==> src/rtl/rfphoenix_mcalu_issue_if.sv <==
// Request/issue/writeback bundle between the thread selector, the issue
// scheduler and the multi-cycle ALU.
interface rfphoenix_mcalu_issue_if #(
  parameter int NTHREADS = 8
);
  localparam int TIDW = (NTHREADS > 1) ? $clog2(NTHREADS) : 1;

  logic                flush;
  logic                req_v;
  logic [TIDW-1:0]     req_tid;
  logic [1:0]          req_cls;
  logic                req_rdy;
  logic                iss_v;
  logic [TIDW-1:0]     iss_tid;
  logic [1:0]          iss_cls;
  logic                wb_v;
  logic [TIDW-1:0]     wb_tid;
  logic [NTHREADS-1:0] busy;

  modport master (
    output flush, req_v, req_tid, req_cls,
    input  req_rdy, iss_v, iss_tid, iss_cls, wb_v, wb_tid, busy
  );

  modport slave (
    input  flush, req_v, req_tid, req_cls,
    output req_rdy, iss_v, iss_tid, iss_cls, wb_v, wb_tid, busy
  );
endinterface

==> src/rtl/rfphoenix_mcalu_issue.sv <==
// Issue scheduler for the multi-cycle ALU: per-thread in-flight blocking plus a
// latency-reservation shift register that guarantees one writeback per cycle.
module rfphoenix_mcalu_issue #(
  parameter int NTHREADS = 8,
  parameter int LAT_MUL  = 8,
  parameter int LAT_FMA  = 8,
  parameter int LAT_CVT  = 8,
  parameter int LAT_EST  = 6,
  parameter int MAXLAT   = 15
) (
  input logic clk,
  input logic rst,
  rfphoenix_mcalu_issue_if.slave bus
);
  localparam int TIDW  = (NTHREADS > 1) ? $clog2(NTHREADS) : 1;
  localparam int DEPTH = MAXLAT + 2;
  localparam int LATW  = $clog2(DEPTH);

  logic [DEPTH-1:0]    res;
  logic [DEPTH-1:0]    res_nxt;
  logic [TIDW-1:0]     rtid     [DEPTH];
  logic [TIDW-1:0]     rtid_nxt [DEPTH];
  logic [NTHREADS-1:0] busy;
  logic [NTHREADS-1:0] busy_nxt;
  logic                iss_v;
  logic [TIDW-1:0]     iss_tid;
  logic [1:0]          iss_cls;

  logic [LATW-1:0]     lat;
  logic [LATW-1:0]     lat_p1;
  logic                tid_ok;
  logic                req_rdy;
  logic                accept;

  always_comb begin
    case (bus.req_cls)
      2'd0:    lat = LATW'(LAT_MUL);
      2'd1:    lat = LATW'(LAT_FMA);
      2'd2:    lat = LATW'(LAT_CVT);
      default: lat = LATW'(LAT_EST);
    endcase
  end

  // Slot lat+1 before this edge's shift is slot lat after it.
  assign lat_p1  = lat + LATW'(1);
  assign tid_ok  = int'(bus.req_tid) < NTHREADS;
  assign req_rdy = !bus.flush && tid_ok && !busy[bus.req_tid] && !res[lat_p1];
  assign accept  = bus.req_v && req_rdy;

  always_comb begin
    res_nxt = res >> 1;
    for (int i = 0; i < DEPTH - 1; i++) rtid_nxt[i] = rtid[i+1];
    rtid_nxt[DEPTH-1] = '0;
    busy_nxt = busy;
    if (res[0]) busy_nxt[rtid[0]] = 1'b0;
    // Set after the writeback clear so a different thread's accept survives.
    if (accept) begin
      res_nxt[lat]            = 1'b1;
      rtid_nxt[lat]           = bus.req_tid;
      busy_nxt[bus.req_tid]   = 1'b1;
    end
    if (bus.flush) begin
      res_nxt  = '0;
      busy_nxt = '0;
    end
  end

  always_ff @(posedge clk or posedge rst) begin
    if (rst) begin
      res     <= '0;
      busy    <= '0;
      iss_v   <= 1'b0;
      iss_tid <= '0;
      iss_cls <= '0;
      for (int i = 0; i < DEPTH; i++) rtid[i] <= '0;
    end else begin
      res   <= res_nxt;
      busy  <= busy_nxt;
      iss_v <= accept;
      for (int i = 0; i < DEPTH; i++) rtid[i] <= rtid_nxt[i];
      if (accept) begin
        iss_tid <= bus.req_tid;
        iss_cls <= bus.req_cls;
      end
    end
  end

  assign bus.req_rdy = req_rdy;
  assign bus.iss_v   = iss_v;
  assign bus.iss_tid = iss_tid;
  assign bus.iss_cls = iss_cls;
  assign bus.wb_v    = res[0];
  assign bus.wb_tid  = rtid[0];
  assign bus.busy    = busy;
endmodule

==> src/flat_wrapper.sv <==
// flat-port wrapper written by rule: the top's interface ports become plain ports
module rfphoenix_mcalu_issue_flat 
#(
  parameter int NTHREADS = 8,
  parameter int LAT_MUL  = 8,
  parameter int LAT_FMA  = 8,
  parameter int LAT_CVT  = 8,
  parameter int LAT_EST  = 6,
  parameter int MAXLAT   = 15
)
  (clk, rst, bus_flush, bus_req_v, bus_req_tid, bus_req_cls, bus_req_rdy, bus_iss_v, bus_iss_tid, bus_iss_cls, bus_wb_v, bus_wb_tid, bus_busy);
  rfphoenix_mcalu_issue_if #(.NTHREADS(NTHREADS)) bus_i ();
  input logic clk;
  input logic rst;
  input wire logic [$bits(bus_i.flush)-1:0] bus_flush;
  input wire logic [$bits(bus_i.req_v)-1:0] bus_req_v;
  input wire logic [$bits(bus_i.req_tid)-1:0] bus_req_tid;
  input wire logic [$bits(bus_i.req_cls)-1:0] bus_req_cls;
  output wire logic [$bits(bus_i.req_rdy)-1:0] bus_req_rdy;
  output wire logic [$bits(bus_i.iss_v)-1:0] bus_iss_v;
  output wire logic [$bits(bus_i.iss_tid)-1:0] bus_iss_tid;
  output wire logic [$bits(bus_i.iss_cls)-1:0] bus_iss_cls;
  output wire logic [$bits(bus_i.wb_v)-1:0] bus_wb_v;
  output wire logic [$bits(bus_i.wb_tid)-1:0] bus_wb_tid;
  output wire logic [$bits(bus_i.busy)-1:0] bus_busy;
  assign bus_i.flush = bus_flush;
  assign bus_i.req_v = bus_req_v;
  assign bus_i.req_tid = bus_req_tid;
  assign bus_i.req_cls = bus_req_cls;
  assign bus_req_rdy = bus_i.req_rdy;
  assign bus_iss_v = bus_i.iss_v;
  assign bus_iss_tid = bus_i.iss_tid;
  assign bus_iss_cls = bus_i.iss_cls;
  assign bus_wb_v = bus_i.wb_v;
  assign bus_wb_tid = bus_i.wb_tid;
  assign bus_busy = bus_i.busy;
  rfphoenix_mcalu_issue #(.NTHREADS(NTHREADS), .LAT_MUL(LAT_MUL), .LAT_FMA(LAT_FMA), .LAT_CVT(LAT_CVT), .LAT_EST(LAT_EST), .MAXLAT(MAXLAT)) u_core (.clk(clk), .rst(rst), .bus(bus_i));
endmodule
==> config.mk <==
export PLATFORM = sky130hd
export DESIGN_NAME = rfphoenix_mcalu_issue_flat
export DESIGN_NICKNAME = d
export VERILOG_FILES = /design/src/rtl/rfphoenix_mcalu_issue_if.sv /design/src/rtl/rfphoenix_mcalu_issue.sv /design/src/flat_wrapper.sv
export SDC_FILE = /design/constraint.sdc
export NUM_CORES = 1
export LEC_CHECK = 0
export BUFFER_PORTS_ARGS = -buffer_cell sky130_fd_sc_hd__buf_2
export CORE_UTILIZATION = 42
export DETAILED_ROUTE_END_ITERATION = 12
export PLACE_DENSITY_LB_ADDON = 0.12
export SLEW_MARGIN = 25
export SYNTH_ARGS = -nofsm -noshare
export SYNTH_HDL_FRONTEND = slang
export SYNTH_SLANG_ARGS = --single-unit
==> constraint.sdc <==
create_clock -name clk -period 5.5 [get_ports clk]
set_clock_uncertainty 0.2 [all_clocks]
set_input_delay 1.1 -clock clk [delete_from_list [all_inputs] [get_ports clk]]
set_output_delay 1.1 -clock clk [all_outputs]
set_load 0.01 [all_outputs]
==> results.md, run 1 <==
- Chip height: 68.3 um
- Total Wirelength: 3.13 mm
- Fmax: 0.287 GHz
- Status: complete, no violations
- FILL cells: 376
- Mapped Area: approximately 1800 um2
- Antenna violations before repair: 0
- Post-synth top flop: dfrtp_1
- Post-Syn Nets: 138
- CTS H-tree lvls: 2
- Area Overhead vs Synth: 12.5%
- Slew Viols, Final: 0
- Multi-input logic area: between 500 and 600 um2
- Post-CTS Resized: 0
- Worst min path class: reg -> reg
- CP Class: in -> out
- Die X: around 68 um
- Setup crit start kind: input pin
- Antenna Cells: 0
- Worst setup EP type: output pin
- # nets final: 162
- Clock share of power: approximately a third
- CP max stage delay: 0.32 ns
- Cell count after synthesis: 129
- Clk slew on worst S/H paths: 0.09 ns
- Yosys top cell area share: between 60 and 70%
- Area leader, netlist: dfrtp_1
- Final hold vios: 0
- Relative slew slack: 35.3%
- Top cells by area, synth: dfrtp_1, mux2_2, nor2b_1
- Initial Util: 44.9%
- Final Wtd Congestion: 0.820
- Final HPWL DP: roughly 2.1 mm
- Switching share of power: 23.6%
- MaxCap Viol Count: 0
- PD cells: 322 nW/um2
- Worst path depth: 5
- Routed Antenna Nets: 0
- First-pass GRT wire length: ~5 mm
- R2r worst-path depth: 4
- Largest net degree at the start of global routing: 51
- Combinational share of power: under 10%
- Worst r2r src: u_core.bus.busy[1]
- Reg power frac: between 50% and 60%
- Final worst setup slack: between 2 and 2.5 ns
- Via count: 1068
- Setup TNS: 0 ns
- Switch Pwr: ~0.00016 W
- CTS tree: built
- Int Pwr: 0.000511 W
- Min-delay src: u_core.rtid[33]
- Ys Warns: 0
- GRT Util Overall: 16.0%
- Clk buf depth: 2
- Port Buffers: 27
- Top-Level Pins: 28
- Vias in the first global route: 1019
- CP Cell Sequence: buf_2 -> mux2i_1 -> o22ai_2 -> nor3_1 -> buf_2
- Full die area: 4670 um2
- GRT overflow: 0
- Top delay family on crit path: buffers and inverters
- Total power: roughly 0.00067 W
- Leak pwr: 1.05 nW
- DR vias/cell: 5.24
- Most common cell in the netlist: dfrtp_1
- Worst r2r dst: u_core.bus.iss_cls[0]
- Number of synthesized flops with an enable pin: 0
- Final min period: 3.49 ns
- Register area: 1250 um2
- Yosys cell types: 33
- Post-synthesis sequential area ratio: about two thirds
- Skew-Pair Late Insertion Delay: 0.30 ns
- Ys async rst share: 100%
- WL/cell: 15.4 um
- Worst setup path end: bus_req_rdy
- Buffers & Inverters on Critical Path: 2
- Clock sink count: 50
- Register bit total from synthesis: 50
- Row count: 23
- Synth top cells by count: dfrtp_1, nor2b_1, mux2_2
- Final Cycle Share: 63.4%
- Detailed Routing Iterations Pass 1: 4
- CP max FO: 14
- Slowest stage cell, crit path: mux2i_1
- Fin util: 50.5%
- Flop2flop setup slack: 3.09 ns
- Crit-path most repeated cell: buf_2
- Crit path DAT: 2.19 ns
- Avg Inst Size Synth: around 14 um2
- Worst setup startpoint: bus_req_tid[0]
- DRT iter0 DRCs: 100
- Unrepaired setup endpoints after global routing: false
- Setup violators final: 0
- Num CTS Buffers: 5
- Drc violations: 0
- CP Data Required Time: 4.20 ns
- Postcts setup bufs: 0
- Dpl ws: 1.99 ns
- Layout cells sized above 1: 33.8%
- Peak supply drop: around 0.00019 V
- Worst Hold Slack: 0.146 ns
- Clock root buffer master: clkbuf_8
- Worst slew pin tran: roughly 0.97 ns
- Hold Buf Count CTS: 0
- Core Area: 4120 um2
==> worst min-delay path by stage <==
stage | to | depth (start not counted)
after floorplan | u_core.bus.wb_tid[0] | 0
after global placement | u_core.rtid[47] | 0
after global routing | u_core.rtid[41] | 0
after CTS | u_core.rtid[36] | 0
final | u_core.rtid[36] | 0
after detailed placement | u_core.rtid[33] | 0
==> per-stage QoR <==
step | cells | area (um2)
final | 204 | 2080
after detailed placement | 196 | 1980
after CTS | 204 | 2080
after global routing | 204 | 2080
after floorplan | 129 | 1850
after global placement | 196 | 1980
==> state kept, by name, indices dropped and copies added, names as in the netlist <==
register	count
u_core.rtid	24
u_core.bus.wb_tid	3
u_core.bus.iss_tid	3
u_core.res	9
u_core.bus.busy	8
u_core.bus.iss_cls	2
u_core.bus.iss_v	1
==> per-layer routing <==
metal / wire length (um) / global-route usage, %
met2: 1470 / 23.2
met1: 1420 / 21.5
met3: 186 / 5.67
met4: 55 / 7.03
met5: 0 / 0
==> kinds of logic after synthesis <==
kind of cell           count (synthesis)  synth area share (%)
multiplexers                          12                  7.05
buffers and inverters                 13                  4.20
AND/OR/NAND/NOR                       41                  14.1
flip-flops                            50                  67.8
AO/OA/AOI/OAI                         13                  6.91
==> power by group through the flow <==
stage	logic [W]	clock network, W	registers (W)
6_report	0.0000534	0.000222	0.000393
5_1_grt	0.0000606	0.000248	0.000396
4_1_cts	0.0000546	0.000231	0.000394
3_5_place_dp	0.0000543	0	0.000401
3_3_place_gp	0.0000538	0	0.000400
2_1_floorplan	0.0000339	0	0.000403
==> cell usage in the layout, fill, tap and decap left out, types with 2 or more instances in the layout <==
| cell | count |
|---|---|
| a31o_2 | 2 |
| a32o_1 | 5 |
| and2_1 | 2 |
| and3_1 | 4 |
| and3_2 | 2 |
| and4_1 | 2 |
| buf_2 | 27 |
| clkbuf_8 | 6 |
| dfrtp_1 | 50 |
| inv_1 | 2 |
| mux2_2 | 8 |
| mux2i_1 | 4 |
| nand2_1 | 4 |
| nand3_1 | 4 |
| nor2_1 | 3 |
| nor2b_1 | 9 |
| nor3_1 | 3 |
==> layout make-up <==
class	count	share of cell area, %
multi-input combinational	66	24.9
clock buffer	6	3.97
inverter	3	0.602
tap	50	3.01
timing repair buffer	27	6.50
clock inverter	2	0.783
sequential	50	60.2
==> worst register-to-register path, cell delays in order (launching register included) <==
cell	delay (ns)
dfrtp_1	0.41
mux2i_1	0.24
o22ai_2	0.15
nor4b_4	0.88
mux2_2	0.42
(Power assumes the default switching activity.)
==> inputs of run 2 (changes only) <==
--- a/config.mk
+++ b/config.mk
@@ -5,6 +5,7 @@
 export SDC_FILE = /design/constraint.sdc
 export NUM_CORES = 1
 export LEC_CHECK = 0
+export ABC_AREA = 1
 export BUFFER_PORTS_ARGS = -buffer_cell sky130_fd_sc_hd__buf_2
 export CORE_UTILIZATION = 42
 export DETAILED_ROUTE_END_ITERATION = 12
==> constraint.sdc (replaced) <==
create_clock -name clk -period 3.6 [get_ports clk]
set_clock_uncertainty 0.2 [all_clocks]
set_input_delay 0.72 -clock clk [delete_from_list [all_inputs] [get_ports clk]]
set_output_delay 0.72 -clock clk [all_outputs]
set_load 0.01 [all_outputs]
==> results.md, run 2 <==
- Status: complete, no violations
- CP max FO: 11 (-3)
- Post-synth top flop: dfrtp_1
- Dpl ws: 0.794 ns (-1.19 ns)
- Slew Viols, Final: 0 (unchanged)
- Full die area: 4940 um2 (+5.9%)
- Worst min path class: reg -> reg
- Layout cells sized above 1: 17.1% (-17 points)
- Final Wtd Congestion: 0.822 (+0.26%)
- First-pass GRT wire length: 6.30 mm (+25%)
- Mapped Area: 1960 um2 (+6.0%)
- Top cells by area, synth: dfrtp_1, nand2_1, nor2_1
- Antenna Cells: 0 (unchanged)
- CP Class: in -> out
- Register bit total from synthesis: 50 (unchanged)
- Synth top cells by count: dfrtp_1, nand2_1, nor2_1
- Final Cycle Share: between 70% and 80%
- Cell count after synthesis: 210 (+63%)
- Commonest cells after routing, fill and taps aside: dfrtp_1, nand2_1, nor2_1, inv_1, buf_2
- Vias in the first global route: 1323 (+30%)
- GRT Util Overall: 16.8% (+0.77 points)
- Num CTS Buffers: 5 (unchanged)
- Setup violators final: 0 (unchanged)
- Number of synthesized flops with an enable pin: 0 (unchanged)
- # nets final: 242 (+49%)
- Antenna violations before repair: 0 (unchanged)
- Worst r2r src: u_core.bus.busy[6]
- Avg Inst Size Synth: 9.32 um2 (-35%)
- Most common cell in the netlist: dfrtp_1
- Worst setup EP type: output pin
- Final HPWL DP: 2.48 mm (+18%)
- Register area: 1250 um2 (unchanged)
- Drc violations: 0 (unchanged)
- Port Buffers: 27 (unchanged)
- Yosys top cell area share: 63.9% (-3.9 points)
- Routed Antenna Nets: 0 (unchanged)
- Final worst setup slack: 0.787 ns (-1.23 ns)
- Post-synthesis sequential area ratio: 63.9% (-3.9 points)
- Clk buf depth: 2 (unchanged)
- CTS tree: built
- Registers with the most flip-flops: u_core.rtid (24), u_core.res (9), u_core.bus.busy (8)
- Post-CTS Resized: 0 (unchanged)
- Worst Hold Slack: 0.152 ns (+0.00566 ns)
- Clock sink count: 50 (unchanged)
- DR vias/cell: 4.84 (-7.6%)
- Most common cell after layout, fill and taps aside: dfrtp_1
- Setup TNS: 0 ns (unchanged)
- Worst setup startpoint: bus_req_tid[0]
- CTS H-tree lvls: 2 (unchanged)
- Initial Util: 44.4% (-0.52 points)
- Fmax: around 0.36 GHz
- CP Data Required Time: 2.68 ns (-1.52 ns)
- Postcts setup bufs: 0 (unchanged)
- Area leader, netlist: dfrtp_1
- Finished Layout Cells: 286 (+40%)
- Multi-input logic area: 522 um2 (+0.72%)
- Ys Warns: 0 (unchanged)
- Total power: 0.00112 W (+68%)
- Clk slew on worst S/H paths: 0.09 ns (about the same)
- Crit path DAT: 1.89 ns (-0.30 ns)
- FILL cells: 429 (+14%)
- Leak pwr: 1.19 nW (+13%)
- Detailed Routing Iterations Pass 1: 4 (unchanged)
- PD cells: 509 nW/um2 (+58%)
- MaxCap Viol Count: 0 (unchanged)
- WL/cell: 12.4 um (-19%)
- Area Overhead vs Synth: 12.7%
- Total Wirelength: 3.55 mm (+13%)
- Ys async rst share: 100% (unchanged)
- Peak supply drop: 0.000278 V (+47%)
- DP Cell Count: 278 (+42%)
- Chip height: 70.3 um (+2.9%)
- Worst slew pin tran: 0.811 ns (-0.155 ns)
- Skew-Pair Late Insertion Delay: 0.30 ns (about the same)
- Via count: 1384 (+30%)
- DRT iter0 DRCs: 87 (-13%)
- Clock root buffer master: clkbuf_8
- GRT overflow: 0 (unchanged)
- Post-Syn Nets: 219 (+59%)
- Number of flip-flops under the largest register name: 24 (unchanged)
- Relative slew slack: 45.9% (+11 points)
- Die X: 70.3 um (+2.9%)
- Final hold vios: 0 (unchanged)
- Row count: 24 (+4.3%)
- Core Area: 4410 um2 (+7.3%)
- Top-Level Pins: 28 (unchanged)
- Largest net degree at the start of global routing: 51 (unchanged)
- Final min period: 2.81 ns
- Setup crit start kind: input pin
- Min-delay src: u_core.rtid[34]
- Yosys cell types: 21 (-36%)
- Hold Buf Count CTS: 0 (unchanged)
- Unrepaired setup endpoints after global routing: false
- Largest register by flop count: u_core.rtid
run 2: layout make-up:
cell class / instances / share of cell area, %
clock inverter: 3 / 2.15
inverter: 31 / 5.33
clock buffer: 5 / 3.12
multi-input combinational: 118 / 23.6
sequential: 50 / 56.7
timing repair buffer: 27 / 6.12
tap: 52 / 2.95
run 2: metal layers:
| metal | up-vias | global-route usage, % | wire, um |
|---|---|---|---|
| li1 | 685 | - | - |
| met1 | 654 | 22.8 | 1740 |
| met2 | 41 | 25.8 | 1600 |
| met3 | 4 | 5.34 | 175 |
| met4 | 0 | 4.67 | 38 |
| met5 | - | 0 | 0 |
run 2: per-stage QoR:
step	utilization, %	cell area, um2
2_1_floorplan	-	1960
3_3_place_gp	47.3	2090
3_5_place_dp	47.3	2090
4_1_cts	50.0	2210
5_1_grt	50.0	2210
6_report	50.0	2210
run 2: logic make-up after synthesis:
logic type / count (synthesis) / synth area share [%]
AND/OR/NAND/NOR: 99 / 21.2
flip-flops: 50 / 63.9
buffers and inverters: 42 / 9.46
AO/OA/AOI/OAI: 19 / 5.43
run 2: path summary, 6_finish.rpt:
| kind | end | slack, ns | cells after the start |
|---|---|---|---|
| setup / recovery | bus_req_rdy | 0.79 | 8 |
| hold / removal | u_core.rtid[37] | 0.15 | 0 |
| setup reg to reg | u_core.rtid[32] | 1.38 | 7 |
| hold reg to reg | u_core.rtid[37] | 0.15 | 0 |
| max in group asynchronous | u_core.bus.iss_tid[0] | 2.37 | 2 |
| min in group asynchronous | u_core.bus.wb_tid[1] | 0.32 | 2 |
run 2: worst max-delay path: stages:
cell and delay, ns:
buf_2 0.17, clkinv_1 0.16, nand2_1 0.07, nand3_1 0.08
nand2_1 0.06, nor2_2 0.32, and2_1 0.19, buf_2 0.13
run 2: power by group:
part           total (W)  leakage [nW]  switching [W]  internal [W]
Sequential      0.000610         0.678      0.0000155      0.000594
Clock           0.000400        0.0587       0.000189      0.000211
Combinational   0.000115         0.451      0.0000772     0.0000379
==> inputs of run 3 (changes only) <==
==> constraint.sdc (replaced) <==
create_clock -name clk -period 2.7 [get_ports clk]
set_clock_uncertainty 0.2 [all_clocks]
set_input_delay 0.54 -clock clk [delete_from_list [all_inputs] [get_ports clk]]
set_output_delay 0.54 -clock clk [all_outputs]
set_load 0.01 [all_outputs]
==> results.md, run 3 (synthesized netlist as in run 2, its figures left out) <==
- Fin util: 50.7% (+0.74 points)
- Post-CTS Resized: 0 (unchanged)
- Worst setup path end: bus_req_rdy
- M3 GR Usage: 4.47% (-0.87 points)
- Number of flip-flops under the largest register name: 24 (unchanged)
- Slew Viols, Final: 0 (unchanged)
- GRT overflow: 0 (unchanged)
- Most common cell after layout, fill and taps aside: dfrtp_1
- Clk slew on worst S/H paths: 0.10 ns (about the same)
- CTS tree: built
- Vias in the first global route: 1328 (+0.38%)
- Clock share of power: 31.8% (-3.8 points)
- Core Area: 4410 um2 (unchanged)
- Reg power frac: 56.8% (+2.6 points)
- GRT Util Overall: 16.0% (-0.71 points)
- CP Data Required Time: 1.96 ns (-0.72 ns)
- Combinational share of power: 11.4% (+1.2 points)
- Setup TNS: 0 ns (unchanged)
- Commonest cells after routing, fill and taps aside: dfrtp_1, nand2_1, nor2_1, inv_1, buf_2
- # nets final: 249 (+2.9%)
- Final Wtd Congestion: 0.903 (+9.9%)
- Routed Antenna Nets: 0 (unchanged)
- Worst r2r src: u_core.bus.busy[6]
- Crit path DAT: 1.65 ns (-0.24 ns)
- Row count: 24 (unchanged)
- Registers with the most flip-flops: u_core.rtid (24), u_core.res (9), u_core.bus.busy (8)
- Clock sink count: 50 (unchanged)
- Antenna Cells: 0 (unchanged)
- Final hold vios: 0 (unchanged)
- Relative slew slack: 76.4% (+30 points)
- R2r worst-path depth: 9 (+2)
- Clk buf depth: 2 (unchanged)
- DRT iter0 DRCs: 85 (-2.3%)
- Worst setup EP type: output pin
- Antenna violations before repair: 0 (unchanged)
- Unrepaired setup endpoints after global routing: false
- Skew-Pair Late Insertion Delay: 0.30 ns (about the same)
- Setup crit start kind: input pin
- DR vias/cell: 4.76 (-1.6%)
- Int Pwr: 0.00104 W (+24%)
- Worst slew pin tran: 0.354 ns (-0.457 ns)
- Flop2flop setup slack: 0.93 ns (-0.45 ns)
- Final min period: approximately 2.4 ns
- GR Util met1: 23.3% (+0.50 points)
- Largest net degree at the start of global routing: 20 (-61%)
- Chip height: 70.3 um (unchanged)
- First-pass GRT wire length: 6.09 mm (-3.4%)
- Worst setup startpoint: bus_req_tid[0]
- Initial Util: 44.4% (unchanged)
- CTS H-tree lvls: 2 (unchanged)
- PD cells: 638 nW/um2 (+25%)
- Final Cycle Share: roughly nine tenths
- Met2 usage: 22.9% (-3.0 points)
- Worst min path class: reg -> reg
- Setup violators final: 0 (unchanged)
- Drc violations: 0 (unchanged)
- CP Class: in -> out
- Worst r2r dst: u_core.rtid[30]
- Full die area: 4940 um2 (unchanged)
- Peak supply drop: 0.000308 V (+11%)
- Most Used Layer, Global Route: met1
- Switching share of power: 27.2% (+2.1 points)
- Leak pwr: 1.21 nW (+1.9%)
- MaxCap Viol Count: 0 (unchanged)
- Die X: 70.3 um (unchanged)
- Fmax: 0.418 GHz
- Via count: 1395 (+0.79%)
- Layout cells sized above 1: 19.1% (+2.0 points)
- Final HPWL DP: 2.64 mm (+6.3%)
- Port Buffers: 27 (unchanged)
- WL/cell: 12.1 um (-2.3%)
- Switch Pwr: 0.000388 W (+38%)
- Status: complete, no violations
- Clock root buffer master: clkbuf_8
- CP max FO: 11 (unchanged)
- Largest register by flop count: u_core.rtid
- Num CTS Buffers: 5 (unchanged)
- Top-Level Pins: 28 (unchanged)
- Total Wirelength: 3.56 mm (about the same)
- Detailed Routing Iterations Pass 1: 4 (unchanged)
- Area Overhead vs Synth: 14.4%
run 3: layout make-up:
type                            instances  area (um2)
Clock buffer                            5        68.8
Clock inverter                          3        26.3
Fill cell                             406        2170
Inverter                               31         116
Multi-Input combinational cell        118         522
Sequential cell                        50        1250
Tap cell                               52        65.1
Timing Repair Buffer                   34         190
run 3: through the flow:
| step | power [W] | instance area [um2] | hold WS [ns] | setup slack (ns) | instances |
|---|---|---|---|---|---|
| 5_1_grt | 0.00151 | 2240 | 0.164 | 0.180 | 293 |
| 3_3_place_gp | 0.000991 | 2130 | 0.132 | 0.398 | 284 |
| 3_5_place_dp | 0.000993 | 2130 | 0.135 | 0.332 | 284 |
| 4_1_cts | 0.00145 | 2240 | 0.157 | 0.340 | 293 |
| 2_1_floorplan | 0.000934 | 1960 | 0.131 | 0.645 | 210 |
| 6_report | 0.00143 | 2240 | 0.155 | 0.307 | 293 |
run 3: how the worst min path moves through the flow:
stage / start / cells past startpoint / slack [ns] / end
after floorplan: u_core.rtid[45] / 0 / 0.13 / u_core.bus.wb_tid[0]
after global placement: u_core.rtid[35] / 0 / 0.13 / u_core.rtid[38]
after detailed placement: u_core.rtid[31] / 0 / 0.13 / u_core.rtid[34]
after CTS: u_core.rtid[31] / 0 / 0.16 / u_core.rtid[34]
after global routing: u_core.rtid[36] / 0 / 0.16 / u_core.rtid[39]
final: u_core.rtid[24] / 0 / 0.16 / u_core.rtid[27]
run 3: what timing repair did:
action	in CTS	in global routing
setup buffers	0	0
hold endpoints to repair	15	0
hold buffers	1	0
run 3: routing by layer:
| metal | up-vias | routed length, um |
|---|---|---|
| met5 | - | 0 |
| met4 | 0 | 63 |
| met3 | 6 | 120 |
| met2 | 27 | 1520 |
| met1 | 663 | 1850 |
| li1 | 699 | - |
run 3: worst max-delay path: stages:
cell and delay [ns]:
buf_2 0.20, clkinv_1 0.26, nand2_1 0.13, nand3_1 0.09, nand2_1 0.08, nor2_2 0.07, and2_1 0.15, buf_2 0.13
run 3: power groups by stage:
stage               sequential, W  combinational [W]  clock, W
detailed placement       0.000829           0.000164         0
floorplan                0.000835          0.0000994         0
finish                   0.000813           0.000163  0.000454
global route             0.000818           0.000187  0.000504
CTS                      0.000814           0.000165  0.000471
global placement         0.000828           0.000164         0
